<file path="config.mk">
export PLATFORM = sky130hd
export DESIGN_NAME = riscv_decode_stage
export DESIGN_NICKNAME = d
export VERILOG_FILES = /design/src/rtl/riscv_decode_stage.sv
export SDC_FILE = /design/constraint.sdc
export NUM_CORES = 1
export LEC_CHECK = 0
export BUFFER_PORTS_ARGS = -buffer_cell sky130_fd_sc_hd__buf_2
export CORE_MARGIN = 3
export CORE_UTILIZATION = 48
export DETAILED_ROUTE_END_ITERATION = 12
export GPL_TIMING_DRIVEN = 0
export HOLD_SLACK_MARGIN = 0.15
export PLACE_DENSITY = 0.77
export SLEW_MARGIN = 10
export SYNTH_ARGS = -nofsm -noshare
export SYNTH_HDL_FRONTEND = slang
export SYNTH_SLANG_ARGS = --single-unit
</file>
<file path="constraint.sdc">
create_clock -name clk -period 2.4 [get_ports clk]
set_input_delay 0.12 -clock clk [delete_from_list [all_inputs] [get_ports clk]]
set_output_delay 0.12 -clock clk [all_outputs]
set_load 0.02 [all_outputs]
</file>
<file path="src/rtl/riscv_decode_stage.sv">
`default_nettype none
// ============================================================================
// riscv_decode_stage : registered RV32I decode stage (RV32M with RISCV_DECODE_RV32M_EN)
// Revision 1.0
// ============================================================================
module riscv_decode_stage #(
   parameter int XLEN  = 32,
   parameter int PC_W  = 32,
   parameter int CNT_W = 16
) (
   input  logic             clk,
   input  logic             rst,
   input  logic             flush,
   input  logic             in_valid,
   output logic             in_ready,
   input  logic [PC_W-1:0]  in_pc,
   input  logic [31:0]      in_inst,
   output logic             out_valid,
   input  logic             out_ready,
   output logic [PC_W-1:0]  out_pc,
   output logic [4:0]       exec_fun,
   output logic [1:0]       op1_sel,
   output logic             op2_sel,
   output logic [XLEN-1:0]  imm,
   output logic [4:0]       rs1,
   output logic [4:0]       rs2,
   output logic [4:0]       rd,
   output logic             rf_wen,
   output logic             invalid_o,
   output logic [CNT_W-1:0] illegal_cnt
);

   localparam logic [4:0] ALU_X    = 5'd0;
   localparam logic [4:0] ALU_ADD  = 5'd1;
   localparam logic [4:0] ALU_SUB  = 5'd2;
   localparam logic [4:0] ALU_SLL  = 5'd3;
   localparam logic [4:0] ALU_SLT  = 5'd4;
   localparam logic [4:0] ALU_SLTU = 5'd5;
   localparam logic [4:0] ALU_XOR  = 5'd6;
   localparam logic [4:0] ALU_SRL  = 5'd7;
   localparam logic [4:0] ALU_SRA  = 5'd8;
   localparam logic [4:0] ALU_OR   = 5'd9;
   localparam logic [4:0] ALU_AND  = 5'd10;
`ifdef RISCV_DECODE_RV32M_EN
   localparam logic [4:0] ALU_MUL    = 5'd11;
   localparam logic [4:0] ALU_MULH   = 5'd12;
   localparam logic [4:0] ALU_MULHSU = 5'd13;
   localparam logic [4:0] ALU_MULHU  = 5'd14;
   localparam logic [4:0] ALU_DIV    = 5'd15;
   localparam logic [4:0] ALU_DIVU   = 5'd16;
   localparam logic [4:0] ALU_REM    = 5'd17;
   localparam logic [4:0] ALU_REMU   = 5'd18;
`endif

   localparam logic [1:0] OP1_RS1  = 2'd0;
   localparam logic [1:0] OP1_PC   = 2'd1;
   localparam logic [1:0] OP1_ZERO = 2'd2;
   localparam logic       OP2_RS2  = 1'b0;
   localparam logic       OP2_IMM  = 1'b1;

   localparam logic [6:0] OPC_OP    = 7'b0110011;
   localparam logic [6:0] OPC_OPIMM = 7'b0010011;
   localparam logic [6:0] OPC_LUI   = 7'b0110111;
   localparam logic [6:0] OPC_AUIPC = 7'b0010111;

   logic [6:0]  opcode;
   logic [6:0]  funct7;
   logic [2:0]  funct3;
   logic [4:0]  dec_fun;
   logic [1:0]  dec_op1;
   logic        dec_op2;
   logic [31:0] dec_imm32;
   logic        dec_inv;
   logic        capture;

   assign opcode = in_inst[6:0];
   assign funct3 = in_inst[14:12];
   assign funct7 = in_inst[31:25];

   always_comb begin
      dec_fun   = ALU_X;
      dec_op1   = OP1_RS1;
      dec_op2   = OP2_RS2;
      dec_imm32 = '0;
      dec_inv   = 1'b1;
      case (opcode)
         OPC_OP: begin
            if (funct7 == 7'b0000000) begin
               dec_inv = 1'b0;
               case (funct3)
                  3'b000:  dec_fun = ALU_ADD;
                  3'b001:  dec_fun = ALU_SLL;
                  3'b010:  dec_fun = ALU_SLT;
                  3'b011:  dec_fun = ALU_SLTU;
                  3'b100:  dec_fun = ALU_XOR;
                  3'b101:  dec_fun = ALU_SRL;
                  3'b110:  dec_fun = ALU_OR;
                  default: dec_fun = ALU_AND;
               endcase
            end else if (funct7 == 7'b0100000 && funct3 == 3'b000) begin
               dec_inv = 1'b0;
               dec_fun = ALU_SUB;
            end else if (funct7 == 7'b0100000 && funct3 == 3'b101) begin
               dec_inv = 1'b0;
               dec_fun = ALU_SRA;
            end
`ifdef RISCV_DECODE_RV32M_EN
            else if (funct7 == 7'b0000001) begin
               dec_inv = 1'b0;
               case (funct3)
                  3'b000:  dec_fun = ALU_MUL;
                  3'b001:  dec_fun = ALU_MULH;
                  3'b010:  dec_fun = ALU_MULHSU;
                  3'b011:  dec_fun = ALU_MULHU;
                  3'b100:  dec_fun = ALU_DIV;
                  3'b101:  dec_fun = ALU_DIVU;
                  3'b110:  dec_fun = ALU_REM;
                  default: dec_fun = ALU_REMU;
               endcase
            end
`endif
         end
         OPC_OPIMM: begin
            dec_inv   = 1'b0;
            dec_op2   = OP2_IMM;
            dec_imm32 = {{20{in_inst[31]}}, in_inst[31:20]};
            case (funct3)
               3'b000: dec_fun = ALU_ADD;
               3'b010: dec_fun = ALU_SLT;
               3'b011: dec_fun = ALU_SLTU;
               3'b100: dec_fun = ALU_XOR;
               3'b110: dec_fun = ALU_OR;
               3'b111: dec_fun = ALU_AND;
               3'b001: begin
                  dec_fun   = ALU_SLL;
                  dec_imm32 = {27'b0, in_inst[24:20]};
                  dec_inv   = (funct7 != 7'b0000000);
               end
               default: begin
                  dec_imm32 = {27'b0, in_inst[24:20]};
                  if (funct7 == 7'b0000000)
                     dec_fun = ALU_SRL;
                  else if (funct7 == 7'b0100000)
                     dec_fun = ALU_SRA;
                  else
                     dec_inv = 1'b1;
               end
            endcase
         end
         OPC_LUI, OPC_AUIPC: begin
            dec_inv   = 1'b0;
            dec_fun   = ALU_ADD;
            dec_op1   = (opcode == OPC_LUI) ? OP1_ZERO : OP1_PC;
            dec_op2   = OP2_IMM;
            dec_imm32 = {in_inst[31:12], 12'b0};
         end
         default: dec_inv = 1'b1;
      endcase
      // Partial decodes above may have set fields before the encoding proved illegal
      if (dec_inv) begin
         dec_fun   = ALU_X;
         dec_op1   = OP1_RS1;
         dec_op2   = OP2_RS2;
         dec_imm32 = '0;
      end
   end

   assign in_ready = !rst && !flush && (!out_valid || out_ready);
   assign capture  = in_valid && in_ready;

   always_ff @(posedge clk) begin
      if (rst) begin
         out_valid   <= 1'b0;
         out_pc      <= '0;
         exec_fun    <= ALU_X;
         op1_sel     <= OP1_RS1;
         op2_sel     <= OP2_RS2;
         imm         <= '0;
         rs1         <= '0;
         rs2         <= '0;
         rd          <= '0;
         rf_wen      <= 1'b0;
         invalid_o   <= 1'b0;
         illegal_cnt <= '0;
      end else if (capture) begin
         out_valid <= 1'b1;
         out_pc    <= in_pc;
         exec_fun  <= dec_fun;
         op1_sel   <= dec_op1;
         op2_sel   <= dec_op2;
         imm       <= XLEN'($signed(dec_imm32));
         rs1       <= in_inst[19:15];
         rs2       <= in_inst[24:20];
         rd        <= in_inst[11:7];
         rf_wen    <= !dec_inv;
         invalid_o <= dec_inv;
         if (dec_inv && illegal_cnt != {CNT_W{1'b1}})
            illegal_cnt <= illegal_cnt + CNT_W'(1);
      end else if (flush || out_ready) begin
         out_valid <= 1'b0;
      end
   end

endmodule
`default_nettype wire

</file>
After elaboration in Yosys (flattened, before gate mapping)
Index checks and enable logic that the tools add are counted.
{ "op_classes": {"add_sub_neg": 1, "n_eq_ne": 13, "n_mux": 26, "reduce_logical": 20} }
{ "op_table": {"columns": ["cell", "n"], "rows": [
  ["2-to-1 mux 32 bit", 2],
  ["one-hot mux 32 bit (2 select lines)", 1],
  ["one-hot mux 4 bit (7 select lines)", 2],
  ["== test 7 x 6 -> 1 bit (second input constant)", 3],
  ["adder 16 x 1 -> 16 bit (second input constant)", 1],
  ["2-to-1 mux 4 bit", 4],
  ["!= test 16 bit (second input constant)", 1],
  ["one-hot mux 5 bit (3 select lines)", 1],
  ["== test 7 x 5 -> 1 bit (second input constant)", 2],
  ["== test 3 bit (second input constant)", 4],
  ["2-to-1 mux 5 bit", 2],
  ["2-to-1 mux 1 bit", 9],
  ["logical NOT 7 bit", 1],
  ["nonzero test 7 bit", 1],
  ["== test 3 x 2 -> 1 bit (second input constant)", 2],
  ["logical AND 1 bit", 6],
  ["2-to-1 mux 2 bit", 3],
  ["OR reduction 6 bit", 1],
  ["logical NOT 1 bit", 4],
  ["== test 3 x 1 -> 1 bit (second input constant)", 1],
  ["logical NOT 3 bit", 1],
  ["one-hot mux 1 bit (3 select lines)", 1],
  ["OR reduction 3 bit", 1],
  ["logical OR 1 bit", 2],
  ["other kinds (4)", 4]
]} }
{ "word_totals": {"reg_bits": 106, "output_inout_bits": 107, "wordCells": 72} }

Longest topological paths before layout
Gate-level depths: netlist of run 1.
{ "depth": {"depth_word": 8, "ltp_mapped": 10, "depth_no_buf": 7} }

Worst setup path after synthesis of run 1
No wires, ideal clock.
{ "synth_timing": {"path_kind": "register to register", "start": "register out_valid", "end": "register illegal_cnt[13]", "arrival_time_ns": 1.908, "required_time_ns": 2.268, "slack_ns": 0.360, "path_stages_with_launch": 10, "path_buffers": 3, "synth_period_minus_slack_ns": 2.040, "path_cell_list": "dfxtp_1 -> nor2b_1 -> or4b_1 -> buf_2 -> a21oi_4 -> o21ai_4 -> buf_6 -> buf_6 -> o31ai_1 -> a21oi_1"} }
{ "synth_between": {"elab_chain_len": 5} }
{ "synth_rtl": {"columns": ["element", "line", "text"], "rows": [
  ["start, declared", "18", "output logic out_valid,"],
  ["start signal, assigned", "173", "out_valid <= 1'b0;"],
  ["start signal, assigned", "186", "out_valid <= 1'b1;"],
  ["start signal, assigned", "200", "out_valid <= 1'b0;"],
  ["logical NOT 1 bit", "168", "assign in_ready = !rst && !flush && (!out_valid || out_ready);"],
  ["logical OR 1 bit", "168", null],
  ["logical AND 1 bit", "168", null],
  ["logical AND 1 bit", "169", "assign capture = in_valid && in_ready;"],
  ["AND reduction 2 bit (no line)", null, null],
  ["end signal, assigned", "198", "illegal_cnt <= illegal_cnt + CNT_W'(1);"],
  ["end, declared", "30", "output logic [CNT_W-1:0] illegal_cnt"]
]} }
No other way between the ends.
A chain may end at the register's enable or synchronous reset.

Worst setup path after layout of run 1
{ "layout_timing": {"start": "input in_inst[26]", "end": "register exec_fun[0]"} }
{ "layout_between": {"elab_chain_len": 7, "word_cells_on_any_way": 18, "classes_between": "1 x eq/ne; 13 x mux; 4 x reduce/logical"} }
{ "layout_rtl": {"columns": ["element", "line", "text"], "rows": [
  ["start, declared", "17", "input logic [31:0] in_inst,"],
  ["== test 7 x 6 -> 1 bit", "100, 103, 143", null],
  ["logical AND 1 bit", "103", "end else if (funct7 == 7'b0100000 && funct3 == 3'b101) begin"],
  ["2-to-1 mux 1 bit", "103", null],
  ["2-to-1 mux 1 bit", "100", "end else if (funct7 == 7'b0100000 && funct3 == 3'b000) begin"],
  ["2-to-1 mux 1 bit", "88", "if (funct7 == 7'b0000000) begin"],
  ["one-hot mux 1 bit (3 select lines)", "86", "case (opcode)"],
  ["2-to-1 mux 5 bit (*)", "160", "if (dec_inv) begin"],
  ["end signal, assigned", "188", "exec_fun <= dec_fun;"],
  ["end, declared", "21", "output logic [4:0] exec_fun,"]
]} }
Every way passes the cells marked *; elsewhere a longest branch is shown, timed or not.

==> run summary, run 1 <==
• 0% — fraction of registers with async set/reset
• 551 mW/mm² — Power per Cell Area
• 809 — total number of nets in the final design
• 27.2% — global-route usage over all layers
• 0.36 ns — clock latency on the worst-skew pair
• 8.69 µm² — per-instance average area after synthesis
• 4671 — total vias in the final route
• 176 — number of top-level pins
• 100 µm — height of the die
• 0 — warnings from Yosys
• 0 ns — final total negative setup slack
• 96.5% — part of the cycle the worst path needs
• 566 — net count after synthesis
• out_valid$_SDFFE_PP0P_ — worst flop-to-flop path startpoint
• 2 — clock buffer depth
• 17 — largest net degree at the start of global routing
• simple AND/OR/NAND/NOR gates — kind of cell adding the most delay to the critical path
• 0.53 ns — delay of the slowest critical-path stage
• 0 — number of failing setup endpoints in the final timing report
• 3 — H-tree Lvls
• 6 — Crit Path Max Fanout
• 492 — gate count after technology mapping
• sky130_fd_sc_hd__dlygate4sd3_1 — highest-delay cell along the critical path
• 31.6% — GR Util met1
• imm[1]$_SDFFE_PP0P_ — worst hold endpoint
• sky130_fd_sc_hd__clkbuf_8 — Root Buffer Master
• 0.00923 ns — clk_skew
• illegal_cnt[9]$_SDFFE_PP0P_ — Reg-to-Reg End
• flop — endpoint kind of the worst setup timing path
• 100 µm — x dimension of the die
• 5.53 — vias per std cell
• 0.00608 mm² — final instance area
• in_inst[2] — hold path startpoint
• 105 — clock sinks
• input port — launching element type of the critical path
• 0 — antenna viol nets, final
• dlygate4sd3_1, buf_2, nor4_4, a221oi_1, o211a_4, nor3_2, o21ai_0, a21oi_1 — cells along the critical path
• 3 — cell depth of the worst hold path
• 9 — number of buffers created by CTS
• 47.9% — GR Util met2
• 0 — final slew viol count
• 28.4% — fraction of layout cells with a size suffix above 1
• 2.68 nW — Pleak
• input port to flop — type of the most critical hold path
• 0 — total grt overflow
• 16.4 µm — WL per Instance
• 9440 µm — placed wire-length estimate
• 0.641 ns — pin slew with the least headroom to its limit
• 8 — reg2reg path depth
• 0.228 ns — Worst Hold Slack
• 4659 — via count of the first global-routing pass
• 0 — number of maximum-capacitance violations
• 0.00427 mm² — Post-Syn Area
• 173 — total of buffers placed on input and output ports
• 432 MHz — highest achievable clock rate
• input port to flop — CP Class
• 5 — Pre-Repair DR Iteration Count
• 56 — unique cell type count in the Yosys netlist
• met2 — busiest metal layer after global routing
• 56.9% — Max-Slew Margin vs Limit
• 1 — initial antenna violation count
• 49.2% — sequential share of the synthesized area
• 22100 µm — first-pass GRT wire length
• 105 — flops & latches, synth
• 176 x sky130_fd_sc_hd__buf_2, 110 x sky130_fd_sc_hd__nand2_1, 105 x sky130_fd_sc_hd__dfxtp_1 — leading cell types in the layout, fill and taps excluded
• 42.4% — synth-to-layout area growth
• 33 — number of rows created at floorplan
• 0.15 ns — internal reg-to-reg setup slack
• 2.32 ns — min Tclk post-route
• 0 — final hold violations
• 0.00842 mm² — placeable core area
• sky130_fd_sc_hd__buf_2 — most common library cell in the layout ignoring fill and taps
• 0 — final routed DRC violation total
• 2.68 ns — critical path required time
• 184 — Initial DRC Count
• 2.60 ns — data arrival at the endpoint of the critical path
• 0.09 ns — clock edge transition at the registers on the reported setup and hold paths
• built — TritonCTS clock tree
• 0.862 — final weighted congestion of routability-driven global placement
• 7.30% — met3 demand-to-capacity share in global routing
• 2 — Buffers & Inverters on Critical Path
• 50.7% — Initial Util
• 0 — count of flip-flops with a built-in enable after synthesis
• 0.465 mV — maximum ir drop on the vdd rail
• 0.00527 mm² — placement-stage cell area
• 13900 µm — total length of routed wires
• sky130_fd_sc_hd__dfxtp_1 — most instantiated flip-flop cell in the synthesis netlist
• finished clean — status
• 0.0101 mm² — Die Outline Area
registers in the layout, indices dropped and copies added, names as in the netlist, 2 cells and up:
signal,count
out_pc,32
illegal_cnt,16
rd,5
op1_sel,2
exec_fun,4
imm,32
rs1,5
rs2,5
report_power, final:
part / leakage [nW] / switching [W] / internal (W)
registers: 0.849 / 0.0000168 / 0.00177
logic: 1.73 / 0.000228 / 0.000181
clock network: 0.102 / 0.000574 / 0.000583
total: 2.68 / 0.000819 / 0.00253
per-stage QoR:
step	utilization, %	setup slack [ns]	instances	power (W)
floorplan	-	0.360	492	0.00201
global placement	62.6	-0.0738	770	0.00214
detailed placement	62.6	-0.131	770	0.00215
CTS	71.8	0.0867	841	0.00337
global route	72.2	-0.0291	845	0.00349
finish	72.2	0.0835	845	0.00335
logic make-up (layout without fill, tap and decap cells):
kind of cell / count (synthesis) / after routing / synth area share [%]
AOI/OAI and AO/OA: 140 / 140 / 22.2
xor gates and xnor gates: 3 / 3 / 0.615
adders and majority gates: 6 / 6 / 1.70
buffers and inverters: 47 / 294 / 4.83
DFF: 105 / 105 / 49.2
muxes: 2 / 2 / 0.468
other: 1 / 2 / 0.0877
and+or+nand+nor: 188 / 188 / 20.9
worst max path at each step:
stage	cells past startpoint	startpoint	endpoint	slack, ns
2_1_floorplan	9	out_valid$_SDFFE_PP0P_	illegal_cnt[13]$_SDFFE_PP0P_	0.36
3_3_place_gp	11	in_inst[14]	illegal_cnt[13]$_SDFFE_PP0P_	-0.07
3_5_place_dp	11	in_inst[14]	illegal_cnt[13]$_SDFFE_PP0P_	-0.13
4_1_cts	7	out_valid$_SDFFE_PP0P_	rs2[3]$_SDFFE_PP0P_	0.09
5_1_grt	9	in_inst[26]	imm[11]$_SDFFE_PP0P_	-0.03
6_report	8	in_inst[26]	exec_fun[0]$_SDFFE_PP0P_	0.08
final cells by class:
type                            instances  area, µm²
Clock buffer                           10        128
Clock inverter                          5       81.3
Antenna cell                            1       2.50
Tap cell                              105        131
Sequential cell                       105       2100
Multi-Input combinational cell        340       1980
Timing Repair Buffer                  232       1450
Fill cell                             666       2340
Buffer                                 37        173
Inverter                               10       37.5
Yosys cell counts, types with 3 or more instances:
master / n / area share [%]
sky130_fd_sc_hd__nor3_1: 6 / 0.70
sky130_fd_sc_hd__a22oi_1: 3 / 0.53
sky130_fd_sc_hd__buf_1: 4 / 0.35
sky130_fd_sc_hd__o21ai_1: 4 / 0.47
sky130_fd_sc_hd__inv_1: 10 / 0.88
sky130_fd_sc_hd__or4_1: 7 / 1.2
sky130_fd_sc_hd__nor2_1: 22 / 1.9
sky130_fd_sc_hd__a31oi_1: 4 / 0.59
sky130_fd_sc_hd__nor2b_1: 3 / 0.44
sky130_fd_sc_hd__clkbuf_1: 26 / 2.3
sky130_fd_sc_hd__buf_6: 3 / 0.79
sky130_fd_sc_hd__nand2_1: 110 / 9.7
sky130_fd_sc_hd__nand2b_1: 5 / 0.73
sky130_fd_sc_hd__o21ai_0: 7 / 0.82
sky130_fd_sc_hd__a21oi_1: 70 / 8.2
sky130_fd_sc_hd__nand4_1: 5 / 0.73
sky130_fd_sc_hd__nand3_1: 9 / 1.1
sky130_fd_sc_hd__or3_1: 5 / 0.73
sky130_fd_sc_hd__buf_2: 3 / 0.35
sky130_fd_sc_hd__ha_1: 5 / 1.5
sky130_fd_sc_hd__o31ai_1: 7 / 1.2
sky130_fd_sc_hd__dfxtp_1: 105 / 49
sky130_fd_sc_hd__a221o_1: 19 / 4.4
sky130_fd_sc_hd__a22o_1: 11 / 2.3
routing by layer:
layer	wire (µm)	part of all wire (%)
met3	861	6.2
met1	5560	40
met4	387	2.8
met5	0	0
met2	7080	51
worst min-delay path, cell delays in order:
cell	delay (ns)
sky130_fd_sc_hd__buf_2	0.14
sky130_fd_sc_hd__nor4_2	0.10
sky130_fd_sc_hd__a22o_1	0.18
timing repair:
| action | 4_1_cts | 5_1_grt |
|---|---|---|
| endpoints found under the hold margin | 76 | 0 |
| setup endpoints to repair | 1 | 41 |
| gates resized for setup | 1 | 7 |
| buffers inserted | 0 | 3 |
| pin swaps | 0 | 2 |
| hold buffers | 56 | 0 |
Power figures use the tool's default switching activity.
==> inputs of run 2 (changes only) <==
- ABC_AREA: not set -> 1
- CORE_UTILIZATION: 48 -> 50
- PLACE_DENSITY: 0.77 -> 0.78
==> run summary, run 2 <==
• 16100 µm — total length of routed wires
• 0.316 mV — maximum ir drop on the vdd rail
• 11100 µm — placed wire-length estimate
• 104 µm — height of the die
• 0 — number of maximum-capacitance violations
• 70.8% — utilization of the core after routing
• 176 — number of top-level pins
• 3 — H-tree Lvls
• 51.6% — Initial Util
• 0.00479 mm² — Post-Syn Area
• 128 x sky130_fd_sc_hd__nand2_1, 121 x sky130_fd_sc_hd__nor2_1, 105 x sky130_fd_sc_hd__dfxtp_1 — top cell types by occurrence after synthesis
• 53.0% — part of the power in registers
• 105 — flops & latches, synth
• 37.2% — synth-to-layout area growth
• flop — endpoint kind of the worst setup timing path
• sky130_fd_sc_hd__buf_2 — most common library cell in the layout ignoring fill and taps
• 0% — fraction of registers with async set/reset
• 991 — total number of nets in the final design
• 43.8% — top-area cell type share of the netlist area
• 43.8% — sequential share of the synthesized area
• 374 — Initial DRC Count
• 0 — ant diodes
• 0.10 ns — clock edge transition at the registers on the reported setup and hold paths
• 0.37 ns — clock latency on the worst-skew pair
• 0 — warnings from Yosys
• 0.922 — final weighted congestion of routability-driven global placement
• 26400 µm — first-pass GRT wire length
• 0 — count of flip-flops with a built-in enable after synthesis
• 5.27 — vias per std cell
• sky130_fd_sc_hd__nand2_1 — cell with the most instances after synthesis
• 5 — Pre-Repair DR Iteration Count
• 0 — total grt overflow
• illegal_cnt[12]$_SDFFE_PP0P_ — Reg-to-Reg End
• 0.00341 W — total power
• 5539 — total vias in the final route
• ha_1, nand2_1, nor2_1, nand2_1, nor3_2, nand3_2, nand3_2, buf_4, nand2_1, a21oi_1 — cells along the critical path
• 5365 — via count of the first global-routing pass
• 10 — reg2reg path depth
• 0.0108 mm² — Die Outline Area
• built — TritonCTS clock tree
• 0 ns — final total negative setup slack
• finished clean — status
• 0.00928 mm² — placeable core area
• 518 mW/mm² — Power per Cell Area
• 2.08 ns — min Tclk post-route
• 60.3% — Max-Slew Margin vs Limit
• 0 — final slew viol count
• 0.43 ns — delay of the slowest critical-path stage
• 0.000905 W — switching power
• 2.70 ns — critical path required time
• 7.07 µm² — per-instance average area after synthesis
• 105 — clock sinks
• 0 — setup fix buffers added after clock tree synthesis
• 0 — antenna viol nets, final
• rs2[1]$_SDFFE_PP0P_ — worst hold endpoint
• 33.8% — portion of total power attributed to the clock network
• 0 — initial antenna violation count
• sky130_fd_sc_hd__nand2_1 — CP most frequent cell
• 0.00906 ns — clk_skew
• imm: 32 flops, out_pc: 32 flops, illegal_cnt: 16 flops — biggest regs
• 17 — largest net degree at the start of global routing
• 481 MHz — highest achievable clock rate
• 13.2% — share of power burned in combinational logic
• in_inst[21] — hold path startpoint
• 0.596 ns — pin slew with the least headroom to its limit
• input port to flop — type of the most critical hold path
• 86.5% — part of the cycle the worst path needs
• 186 x sky130_fd_sc_hd__buf_2, 128 x sky130_fd_sc_hd__nand2_1, 121 x sky130_fd_sc_hd__nor2_1 — leading cell types in the layout, fill and taps excluded
• 752 — net count after synthesis
• 9 — number of buffers created by CTS
• 678 — gate count after technology mapping
• illegal_cnt[0]$_SDFFE_PP0P_ — worst flop-to-flop path startpoint
• false — unrepaired setup endpoints after global routing
• sky130_fd_sc_hd__dfxtp_1 — highest-delay cell along the critical path
• 29.7% — global-route usage over all layers
• 0 — number of failing setup endpoints in the final timing report
• 2 — clock buffer depth
• 772 — number of filler cells placed in the layout
• 5 — cell depth of the worst hold path
• 26.6% — fraction of power spent switching nets
• 24.8% — fraction of layout cells with a size suffix above 1
• 35 — number of rows created at floorplan
• sky130_fd_sc_hd__dfxtp_1 — most instantiated flip-flop cell in the synthesis netlist
• sky130_fd_sc_hd__dfxtp_1 — leading area contributor after synthesis
• 0 — final hold violations
• 30 — unique cell type count in the Yosys netlist
• flop — launching element type of the critical path
• 2.37 ns — data arrival at the endpoint of the critical path
• 0 — final routed DRC violation total
• 173 — total of buffers placed on input and output ports
• flop to flop — CP Class
• 10 — Crit Path Max Fanout
• sky130_fd_sc_hd__clkbuf_8 — Root Buffer Master
• 0.00250 W — design internal power
• 104 µm — x dimension of the die
• sky130_fd_sc_hd__dfxtp_1 44%, sky130_fd_sc_hd__nand2_1 10%, sky130_fd_sc_hd__nor2_1 9.5% — Area contributors post-synth
• 0.32 ns — internal reg-to-reg setup slack
• 3.12 nW — Pleak
• 15.3 µm — WL per Instance
## run 2: cell count changes in the layout (fill, tap and decap cells not counted), moves of 8 or more
cell	previous run	this run
sky130_fd_sc_hd__o21ai_0	7	61
sky130_fd_sc_hd__xor2_1	2	10
sky130_fd_sc_hd__a221o_1	19	0
sky130_fd_sc_hd__nand2_1	110	128
sky130_fd_sc_hd__inv_1	10	44
sky130_fd_sc_hd__buf_2	176	186
sky130_fd_sc_hd__nand4_1	5	22
sky130_fd_sc_hd__a21oi_1	70	62
sky130_fd_sc_hd__a22o_1	11	0
sky130_fd_sc_hd__nor2_1	22	121
sky130_fd_sc_hd__nand3_1	9	46
## run 2: per-layer routing
layer  GRT usage [%]  up-vias  wire length, µm
met3            7.14       27             1340
li1                -     2680                -
met1            35.8     2588             6490
met2            52.6      244             7990
met4            8.64        0              301
met5               0        -                0
## run 2: area by class of cell
type | instances | area [µm²] | share of cell area (%)
clock buffer | 11 | 151 | 2.30
buffer | 41 | 215 | 3.27
multi-input combinational | 483 | 2290 | 34.8
inverter | 49 | 186 | 2.83
sequential | 105 | 2100 | 32.0
clock inverter | 5 | 53.8 | 0.818
tap | 129 | 161 | 2.45
timing repair buffer | 228 | 1420 | 21.5
## run 2: cells by family (layout without fill, tap and decap cells)
group,count (synthesis),count (layout),share of synthesized area (%)
and+or+nand+nor,338,338,30.9
AOI/OAI and AO/OA,128,128,13.5
DFF,105,105,43.8
buffers and inverters,90,334,8.38
xor gates and xnor gates,11,11,2.01
adders and majority gates,5,5,1.30
other,1,1,0.0782
## run 2: worst max path at each step
stage | depth (start not counted) | start | end
final | 10 | illegal_cnt[0]$_SDFFE_PP0P_ | illegal_cnt[12]$_SDFFE_PP0P_
after global routing | 10 | illegal_cnt[0]$_SDFFE_PP0P_ | illegal_cnt[12]$_SDFFE_PP0P_
after CTS | 10 | illegal_cnt[0]$_SDFFE_PP0P_ | illegal_cnt[12]$_SDFFE_PP0P_
after detailed placement | 10 | illegal_cnt[0]$_SDFFE_PP0P_ | illegal_cnt[10]$_SDFFE_PP0P_
after global placement | 15 | in_inst[14] | imm[25]$_SDFFE_PP0P_
after floorplan | 10 | illegal_cnt[0]$_SDFFE_PP0P_ | illegal_cnt[5]$_SDFFE_PP0P_
## run 2: repair_timing
item                                   4_1_cts  5_1_grt
endpoints found under the hold margin       57        0
hold buffers                                55        0
resized for setup                            0        0
## run 2: metrics by stage
stage          instances  area, µm²  setup slack (ns)  hold slack, ns
3_5_place_dp         980       5820             0.372           0.345
4_1_cts             1051       6580             0.351           0.153
5_1_grt             1051       6580             0.162           0.175
6_report            1051       6580             0.323           0.151
3_3_place_gp         980       5820             0.444           0.341
2_1_floorplan        678       4790             0.585           0.255
## run 2: power groups by stage
stage | combinational, W | sequential (W) | clock (W)
after global placement | 0.000362 | 0.00184 | 0
after floorplan | 0.000155 | 0.00189 | 0
after global routing | 0.000489 | 0.00181 | 0.00122
after CTS | 0.000437 | 0.00180 | 0.00115
after detailed placement | 0.000368 | 0.00184 | 0
final | 0.000450 | 0.00181 | 0.00115
## run 2: worst max-delay path, delay by kind of cell (launching register included)
kind	cells	cell delay (ns)
AO/OA/AOI/OAI	1	0.13
adder cells (fa/ha/maj)	1	0.28
buffers and inverters	1	0.21
flip-flops	1	0.43
AND/OR/NAND/NOR	7	0.96
==> inputs of run 3 (changes only) <==
- CTS_CLUSTER_DIAMETER: not set -> 40
- RECOVER_POWER: not set -> 100
==> run summary, run 3 (synthesis gave the netlist of run 2 again) <==
• finished clean — status
• 12.1% — fraction of layout cells with a size suffix above 1
• 2.69 ns — critical path required time
• 16100 µm — total length of routed wires
• 26400 µm — first-pass GRT wire length
• 104 µm — x dimension of the die
• 133 x sky130_fd_sc_hd__clkbuf_1, 128 x sky130_fd_sc_hd__nand2_1, 123 x sky130_fd_sc_hd__nor2_1 — leading cell types in the layout, fill and taps excluded
• 0.10 ns — clock edge transition at the registers on the reported setup and hold paths
• 2.46 ns — data arrival at the endpoint of the critical path
• 0 — number of failing setup endpoints in the final timing report
• 33.7% — portion of total power attributed to the clock network
• 5 — Pre-Repair DR Iteration Count
• 0 ns — final total negative setup slack
• 0.0108 mm² — Die Outline Area
• 10 — reg2reg path depth
• imm: 32 flops, out_pc: 32 flops, illegal_cnt: 16 flops — biggest regs
• 104 µm — height of the die
• 0 — setup fix buffers added after clock tree synthesis
• 60.0% — Max-Slew Margin vs Limit
• 0.600 ns — pin slew with the least headroom to its limit
• 527 mW/mm² — Power per Cell Area
• 0.52 ns — delay of the slowest critical-path stage
• 3 — H-tree Lvls
• 90.7% — part of the cycle the worst path needs
• input port — launching element type of the critical path
• 5.26 — vias per std cell
• 0.00582 mm² — placement-stage cell area
• 29.7% — global-route usage over all layers
• in_inst[21] — hold path startpoint
• 0 — final routed DRC violation total
• 420 — Initial DRC Count
• 12.9% — share of power burned in combinational logic
• 0.37 ns — clock latency on the worst-skew pair
• 5 — cell depth of the worst hold path
• buffers and inverters — kind of cell adding the most delay to the critical path
• 2.65 nW — Pleak
• 0.00249 W — design internal power
• 51.6% — Initial Util
• 0.000896 W — switching power
• 0 — initial antenna violation count
• 0.922 — final weighted congestion of routability-driven global placement
• dlygate4sd3_1, clkbuf_1, nor2_1, nand2_1, nor2_1, inv_1, buf_2, clkbuf_1, nand2_1, a21oi_1 — cells along the critical path
• 991 — total number of nets in the final design
• sky130_fd_sc_hd__dlygate4sd3_1 — highest-delay cell along the critical path
• 33.8% — synth-to-layout area growth
• 0.26 ns — internal reg-to-reg setup slack
• 53.4% — part of the power in registers
• 35 — number of rows created at floorplan
• 17 — largest net degree at the start of global routing
• built — TritonCTS clock tree
• 0 — final hold violations
• sky130_fd_sc_hd__clkbuf_1 — most common library cell in the layout ignoring fill and taps
• 2 — clock buffer depth
• illegal_cnt[0]$_SDFFE_PP0P_ — worst flop-to-flop path startpoint
• false — unrepaired setup endpoints after global routing
• 11100 µm — placed wire-length estimate
• 0.0139 ns — clk_skew
• 0 — number of maximum-capacitance violations
• 10 — Crit Path Max Fanout
• 0 — antenna viol nets, final
• 5527 — total vias in the final route
• rs2[1]$_SDFFE_PP0P_ — worst hold endpoint
• 0 — total of cells resized after clock tree synthesis
• 0 — ant diodes
• 26.5% — fraction of power spent switching nets
• 55 — hold buffer count at CTS
• input port to flop — type of the most critical hold path
• 173 — total of buffers placed on input and output ports
• 0.00928 mm² — placeable core area
• 459 MHz — highest achievable clock rate
• 0 — final slew viol count
• flop — endpoint kind of the worst setup timing path
• sky130_fd_sc_hd__clkbuf_8 — Root Buffer Master
• 5 — Buffers & Inverters on Critical Path
• 5365 — via count of the first global-routing pass
• 105 — clock sinks
• 2.18 ns — min Tclk post-route
• illegal_cnt[12]$_SDFFE_PP0P_ — Reg-to-Reg End
• 0.315 mV — maximum ir drop on the vdd rail
• input port to flop — CP Class
• 15.3 µm — WL per Instance
• 0.00642 mm² — final instance area
• 0 — total grt overflow
• 176 — number of top-level pins
• 9 — number of buffers created by CTS
==> run 3: cell count changes in the layout (fill, tap and decap cells not counted), sizes merged <==
cell	delta
clkbuf	+114
buf	-114
==> run 3: layout make-up <==
class	instances	area [µm²]
repair buffers	228	1280
multi-input cells	483	2270
well taps	129	161
plain buffers	41	208
clock buffers	11	151
inverters	49	186
fillers	849	2870
flip-flops and latches	105	2100
clock inverters	5	53.8
==> run 3: stage by stage <==
| step | utilization (%) | std cells | worst slack, ns | power (W) | hold slack (ns) |
|---|---|---|---|---|---|
| 2_1_floorplan | - | 678 | 0.585 | 0.00205 | 0.255 |
| 3_3_place_gp | 62.7 | 980 | 0.444 | 0.00220 | 0.341 |
| 3_5_place_dp | 62.7 | 980 | 0.372 | 0.00221 | 0.345 |
| 4_1_cts | 70.8 | 1051 | 0.351 | 0.00339 | 0.153 |
| 5_1_grt | 69.1 | 1051 | 0.0842 | 0.00351 | 0.175 |
| 6_report | 69.1 | 1051 | 0.224 | 0.00338 | 0.156 |
==> run 3: worst register-to-register path: stages, from the launching register on <==
cell and delay [ns]:
sky130_fd_sc_hd__dfxtp_1 0.43, sky130_fd_sc_hd__ha_1 0.28, sky130_fd_sc_hd__nand2_1 0.09, sky130_fd_sc_hd__nor2_1 0.10, sky130_fd_sc_hd__nand2_1 0.13, sky130_fd_sc_hd__nor3_1 0.19, sky130_fd_sc_hd__nand3_2 0.21, sky130_fd_sc_hd__nand3_2 0.22
sky130_fd_sc_hd__buf_4 0.21, sky130_fd_sc_hd__nand2_1 0.07, sky130_fd_sc_hd__a21oi_1 0.13
==> run 3: how the worst max path moves through the flow <==
stage | cells after the start | to | from
after floorplan | 10 | illegal_cnt[5]$_SDFFE_PP0P_ | illegal_cnt[0]$_SDFFE_PP0P_
after global placement | 15 | imm[25]$_SDFFE_PP0P_ | in_inst[14]
after detailed placement | 10 | illegal_cnt[10]$_SDFFE_PP0P_ | illegal_cnt[0]$_SDFFE_PP0P_
after CTS | 10 | illegal_cnt[12]$_SDFFE_PP0P_ | illegal_cnt[0]$_SDFFE_PP0P_
after global routing | 9 | out_pc[21]$_SDFFE_PP0P_ | rst
final | 10 | imm[10]$_SDFFE_PP0P_ | rst
==> run 3: per-layer routing <==
layer | routed length (µm) | part of all wire, % | vias to the layer above | global-route usage [%]
met5 | 0 | 0 | - | 0
met4 | 334 | 2.1 | 0 | 8.64
met3 | 1350 | 8.4 | 31 | 7.14
met2 | 7910 | 49 | 267 | 52.6
met1 | 6520 | 40 | 2546 | 35.8
li1 | - | - | 2683 | -
==> run 3: power by group through the flow <==
stage	Combinational (W)	Sequential [W]	Clock, W
global route	0.000475	0.00181	0.00122
CTS	0.000437	0.00180	0.00115
detailed placement	0.000368	0.00184	0
finish	0.000436	0.00181	0.00114
floorplan	0.000155	0.00189	0
global placement	0.000362	0.00184	0
